===== src/rtl/sipo_pkg.sv =====
// sipo_pkg: shared constants and helpers for the serial-in/parallel-out deserialiser.
package sipo_pkg;
    localparam bit SIPO_LSB_FIRST = 1'b0;
    localparam bit SIPO_MSB_FIRST = 1'b1;
    localparam int SIPO_DEF_WIDTH = 8;

    function automatic int sipo_cnt_w(input int width);
        return $clog2(width) + 1;
    endfunction
endpackage


===== src/rtl/sipo_deser_if.sv =====
// sipo_deser_if: serial input, parallel output handshake and status bundle.
interface sipo_deser_if
    import sipo_pkg::*;
#(
    parameter int WIDTH = SIPO_DEF_WIDTH,
    parameter int CNT_W = sipo_cnt_w(WIDTH)
) ();
    logic             sin;
    logic             sin_en;
    logic             clear;
    logic [WIDTH-1:0] q;
    logic [WIDTH-1:0] par_out;
    logic             out_valid;
    logic             out_ready;
    logic [CNT_W-1:0] bit_cnt;
    logic             overrun;

    modport master (
        output sin, sin_en, clear, out_ready,
        input  q, par_out, out_valid, bit_cnt, overrun
    );
    modport slave (
        input  sin, sin_en, clear, out_ready,
        output q, par_out, out_valid, bit_cnt, overrun
    );
endinterface


===== src/rtl/sipo_shift_chain.sv =====
// sipo_shift_chain: enable-qualified shift chain of per-bit flops with sync clear.
module sipo_shift_chain
    import sipo_pkg::*;
#(
    parameter int WIDTH     = SIPO_DEF_WIDTH,
    parameter bit MSB_FIRST = SIPO_MSB_FIRST
) (
    input  logic             clk,
    input  logic             rst_n,
    input  logic             en_i,
    input  logic             clear_i,
    input  logic             sin_i,
    output logic [WIDTH-1:0] q_o,
    output logic [WIDTH-1:0] d_o
);
    logic [WIDTH-1:0] chain_q;
    logic [WIDTH-1:0] shift;

    // sin only reaches d_o when enabled, so an undriven line cannot leak in
    always_comb begin
        shift = MSB_FIRST ? {chain_q[WIDTH-2:0], sin_i} : {sin_i, chain_q[WIDTH-1:1]};
        d_o   = clear_i ? '0 : en_i ? shift : chain_q;
    end

    for (genvar i = 0; i < WIDTH; i++) begin : g_ff
        always_ff @(posedge clk or negedge rst_n)
            if (!rst_n) chain_q[i] <= 1'b0;
            else if (en_i || clear_i) chain_q[i] <= d_o[i];
    end

    assign q_o = chain_q;
endmodule


===== src/rtl/sipo_deser.sv =====
// sipo_deser: frames WIDTH serial bits into a one-entry valid/ready holding register.
module sipo_deser
    import sipo_pkg::*;
#(
    parameter int WIDTH     = SIPO_DEF_WIDTH,
    parameter bit MSB_FIRST = SIPO_MSB_FIRST,
    parameter int CNT_W     = sipo_cnt_w(WIDTH)
) (
    input logic         clk,
    input logic         rst_n,
    sipo_deser_if.slave bus
);
    logic [WIDTH-1:0] chain_d;
    logic [WIDTH-1:0] par_q, par_d;
    logic [CNT_W-1:0] cnt_q, cnt_d;
    logic             valid_q, valid_d;
    logic             ovr_q, ovr_d;
    logic             accept, done, free;

    sipo_shift_chain #(.WIDTH(WIDTH), .MSB_FIRST(MSB_FIRST)) u_chain (
        .clk     (clk),
        .rst_n   (rst_n),
        .en_i    (bus.sin_en),
        .clear_i (bus.clear),
        .sin_i   (bus.sin),
        .q_o     (bus.q),
        .d_o     (chain_d)
    );

    // a consume in the same cycle frees the slot, so a new word loads with no bubble
    always_comb begin
        accept  = bus.sin_en && !bus.clear;
        done    = accept && cnt_q == CNT_W'(WIDTH - 1);
        free    = !valid_q || bus.out_ready;
        cnt_d   = (bus.clear || done) ? '0 : accept ? cnt_q + CNT_W'(1) : cnt_q;
        par_d   = (done && free) ? chain_d : par_q;
        valid_d = (done && free) ? 1'b1 : bus.out_ready ? 1'b0 : valid_q;
        ovr_d   = bus.clear ? 1'b0 : (done && !free) ? 1'b1 : ovr_q;
    end

    always_ff @(posedge clk or negedge rst_n)
        if (!rst_n) begin
            cnt_q   <= '0;
            par_q   <= '0;
            valid_q <= 1'b0;
            ovr_q   <= 1'b0;
        end else begin
            cnt_q   <= cnt_d;
            par_q   <= par_d;
            valid_q <= valid_d;
            ovr_q   <= ovr_d;
        end

    assign bus.par_out   = par_q;
    assign bus.out_valid = valid_q;
    assign bus.bit_cnt   = cnt_q;
    assign bus.overrun   = ovr_q;
endmodule


===== src/flat_wrapper.sv =====
// flat-port wrapper written by rule: the top's interface ports become plain ports
module sipo_deser_flat import sipo_pkg::*;
#(
    parameter int WIDTH     = SIPO_DEF_WIDTH,
    parameter bit MSB_FIRST = SIPO_MSB_FIRST,
    parameter int CNT_W     = sipo_cnt_w(WIDTH)
)
  (clk, rst_n, bus_sin, bus_sin_en, bus_clear, bus_out_ready, bus_q, bus_par_out, bus_out_valid, bus_bit_cnt, bus_overrun);
  sipo_deser_if #(.WIDTH(WIDTH), .CNT_W(CNT_W)) bus_i ();
  input logic clk;
  input logic rst_n;
  input wire logic [$bits(bus_i.sin)-1:0] bus_sin;
  input wire logic [$bits(bus_i.sin_en)-1:0] bus_sin_en;
  input wire logic [$bits(bus_i.clear)-1:0] bus_clear;
  input wire logic [$bits(bus_i.out_ready)-1:0] bus_out_ready;
  output wire logic [$bits(bus_i.q)-1:0] bus_q;
  output wire logic [$bits(bus_i.par_out)-1:0] bus_par_out;
  output wire logic [$bits(bus_i.out_valid)-1:0] bus_out_valid;
  output wire logic [$bits(bus_i.bit_cnt)-1:0] bus_bit_cnt;
  output wire logic [$bits(bus_i.overrun)-1:0] bus_overrun;
  assign bus_i.sin = bus_sin;
  assign bus_i.sin_en = bus_sin_en;
  assign bus_i.clear = bus_clear;
  assign bus_i.out_ready = bus_out_ready;
  assign bus_q = bus_i.q;
  assign bus_par_out = bus_i.par_out;
  assign bus_out_valid = bus_i.out_valid;
  assign bus_bit_cnt = bus_i.bit_cnt;
  assign bus_overrun = bus_i.overrun;
  sipo_deser #(.WIDTH(WIDTH), .MSB_FIRST(MSB_FIRST), .CNT_W(CNT_W)) u_core (.clk(clk), .rst_n(rst_n), .bus(bus_i));
endmodule

===== config.mk =====
export PLATFORM = sky130hd
export DESIGN_NAME = sipo_deser_flat
export DESIGN_NICKNAME = d
export VERILOG_FILES = /design/src/rtl/sipo_pkg.sv /design/src/rtl/sipo_deser_if.sv /design/src/rtl/sipo_shift_chain.sv /design/src/rtl/sipo_deser.sv /design/src/flat_wrapper.sv
export SDC_FILE = /design/constraint.sdc
export NUM_CORES = 1
export LEC_CHECK = 0
export ABC_AREA = 1
export BUFFER_PORTS_ARGS = -buffer_cell sky130_fd_sc_hd__buf_2
export CAP_MARGIN = 20
export CORE_UTILIZATION = 52
export CTS_BUF_LIST = sky130_fd_sc_hd__clkbuf_8
export CTS_CLUSTER_DIAMETER = 200
export DETAILED_ROUTE_END_ITERATION = 7
export PLACE_DENSITY_LB_ADDON = 0.05
export RECOVER_POWER = 100
export SLEW_MARGIN = 25
export SYNTH_ARGS = -nofsm -noshare
export SYNTH_HDL_FRONTEND = slang
export SYNTH_SLANG_ARGS = --single-unit
export TNS_END_PERCENT = 20

===== constraint.sdc =====
create_clock -name clk -period 1.5 [get_ports clk]
set_input_delay 0.3 -clock clk [delete_from_list [all_inputs] [get_ports clk]]
set_output_delay 0.3 -clock clk [all_outputs]
set_load 0.01 [all_outputs]

==> metrics.yaml <==
clkPwrFrac: 0.344
fp-row-count: 15
postLayoutCoreUtil: 0.6507
diodes: 0
syn_nets: 116
hold_viol_final: 0
synth.ff_latch_count: 22
drc: 0
worst_hold_path_type: "in -> async"
root_buffer: "clkbuf_8"
gr-total-overflow: 0
reg2reg_depth: 5
crit_arrival_ns: 1.54
yosysTopAreaCellShare: 0.5774
dieHeight_um: 44.82
p_switching_uw: 232.9
hold_buffers: 0
path_clk_slew_ns: 0.07
synth_ff_type: "dfrtp_1"
cts_made_buffers: 3
internal-power_uw: 798.0
final_cells: 163
skew_ns: 0.002310
synth_edf_count: 0
postSynthCellCount: 109
grt_pass1_vias: 794
fmax_mhz: 738.0
htree_levels: 1
ant_nets: 0
vdd_drop_max_uv: 633.7
grt_setup_unrepaired: "no"
syn2layout_area_growth_pct: 17.85
worstSetupPathType: "reg -> reg"
grt_pass1_wl_um: 3236
yosys-top-cells-area: "dfrtp_1 (58%), nand2_1 (17%), nand3_1 (10%), nand3_2 (2.1%), inv_1 (1.6%)"
gp_congestion: 0.8336
post_cts_buffers: 0
ys_async_sr_fraction: 1.000
cts_tree: "done"
setup_violations: 0
top_level_ports: 28
fin_setup_tns_ns: 0
grt_usage: 0.2260
cts_sinks: 22
placed_area_um2: 1119
yosysTopAreaCell: "dfrtp_1"
crit_fanout: 9
route.detailed.vias_per_inst: 5.098
end_kind: "flip-flop"
dp.final_hpwl_um: 1423
placed_cells: 160
yosysWarnings: 0
period_share: 0.9034
fin_area_um2: 1124
worstPathRequired_ns: 1.69
p_seq_frac: 0.591
die_w_um: 44.82
clock_latency_ns: 0.26
relSlewSlack: 0.2366
wl_per_cell_um: 12.41
vias: 831
status: "completed"
antenna_found_initial: 0
netlist_area_um2: 953.4
synth_cell_types: 18
drive_gt1_frac: 0.1159
drtIter0Drc: 18
max-clock-path-buffers: 2
reg2reg_slack_ns: 0.14
fp.dieArea_um2: 2009
cellPowerDensity_nw_per_um2: 917.5
p_leak_uw: 0.0005907
drt_first_pass_iters: 4
tightest_slew_ns: 1.145
coreArea_um2: 1727
comb_power_share: 0.065
cts_resized: 0
slew_viol_final: 0
grt_max_degree: 23
maxCapViolations: 0
nNetsFinal: 147
critPathLaunchType: "flip-flop"
yosysSeqAreaShare: 0.5774
io_buffers: 27
final.min_clock_period_ns: 1.355
initial_core_util: 0.5522
routed_wl_um: 2023
avgSynthCellArea_um2: 8.747
switching_share: 0.2260
[power groups by stage]
stage / Clock [uW] / Sequential [uW] / Combinational, uW
after floorplan: 0 / 624 / 30.8
after global placement: 0 / 620 / 69.1
after detailed placement: 0 / 621 / 70.9
after CTS: 362 / 609 / 70.9
after global routing: 376 / 611 / 74.5
final: 355 / 610 / 66.6
[cell usage in the layout (no fill, tap or decap), types with 2 or more instances in the layout]
| cell | count |
|---|---|
| buf_2 | 4 |
| clkbuf_8 | 3 |
| dfrtp_1 | 22 |
| nor2_1 | 5 |
| nand3_1 | 21 |
| inv_2 | 3 |
| buf_4 | 2 |
| nand2_1 | 42 |
| clkbuf_1 | 23 |
| inv_1 | 4 |
| o21ai_0 | 2 |
[cell type report]
type / count / area (um2)
Timing Repair Buffer: 29 / 121.4
Multi-Input combinational cell: 77 / 352.8
Clock buffer: 3 / 41.29
Inverter: 7 / 26.28
Sequential cell: 22 / 550.5
Fill cell: 166 / 603.1
Tap cell: 25 / 31.28
[cells by family (layout without fill, tap and decap cells)]
logic type / Yosys count / in the layout / synth area share
compound gates: 5 / 5 / 0.03281
simple gates: 71 / 71 / 0.3320
flops: 22 / 22 / 0.5774
fa+ha+maj: 1 / 1 / 0.01312
buf+inv: 10 / 39 / 0.04461
[critical path, cell delays in order, from the launching register on]
cell and delay, ns:
dfrtp_1 0.43, ha_1 0.22, nand3_1 0.20, nor2_4 0.26, inv_1 0.08, o21ai_2 0.10
[synthesized netlist by cell type, types with 2 or more instances]
master   instances
nand2_1         42
dfrtp_1         22
nand3_1         20
inv_1            4
nor2_1           4
inv_2            3
nand3_2          2
o21ai_0          2
[registers in the layout (all words and copies together), names as in the netlist]
| signal | count |
|---|---|
| u_core.u_chain.q_o | 8 |
| u_core.bus.par_out | 8 |
| u_core.bus.out_valid | 1 |
| u_core.bus.bit_cnt | 4 |
| u_core.bus.overrun | 1 |
[path summary, 6_finish.rpt]
| path | start | end |
|---|---|---|
| worst max register to register | u_core.bus.bit_cnt[1] | u_core.bus.overrun |
| worst max-delay path | u_core.bus.bit_cnt[1] | u_core.bus.overrun |
| min in group clk | bus_sin | u_core.u_chain.q_o[0] |
| worst min-delay path | rst_n | u_core.bus.overrun |
| worst min register to register | u_core.bus.par_out[6] | u_core.bus.par_out[6] |
| max in group asynchronous | rst_n | u_core.u_chain.q_o[3] |
[metal layers]
metal | part of all wire | track usage
met5 | 0 | 0
met4 | 0.012 | 0.1333
met3 | 0.045 | 0.03600
met2 | 0.51 | 0.3794
met1 | 0.43 | 0.2751
[stage by stage]
step / power, uW / setup slack (ns) / hold WS [ns]
finish: 1031 / 0.1449 / 0.2452
global route: 1061 / 0.05339 / 0.3548
CTS: 1042 / 0.1715 / 0.009155
detailed placement: 691.7 / 0.1953 / 0.2888
global placement: 689.0 / 0.2444 / 0.2864
floorplan: 654.8 / 0.2964 / 0.004409
No activity file was read; power rests on OpenSTA's default activity.
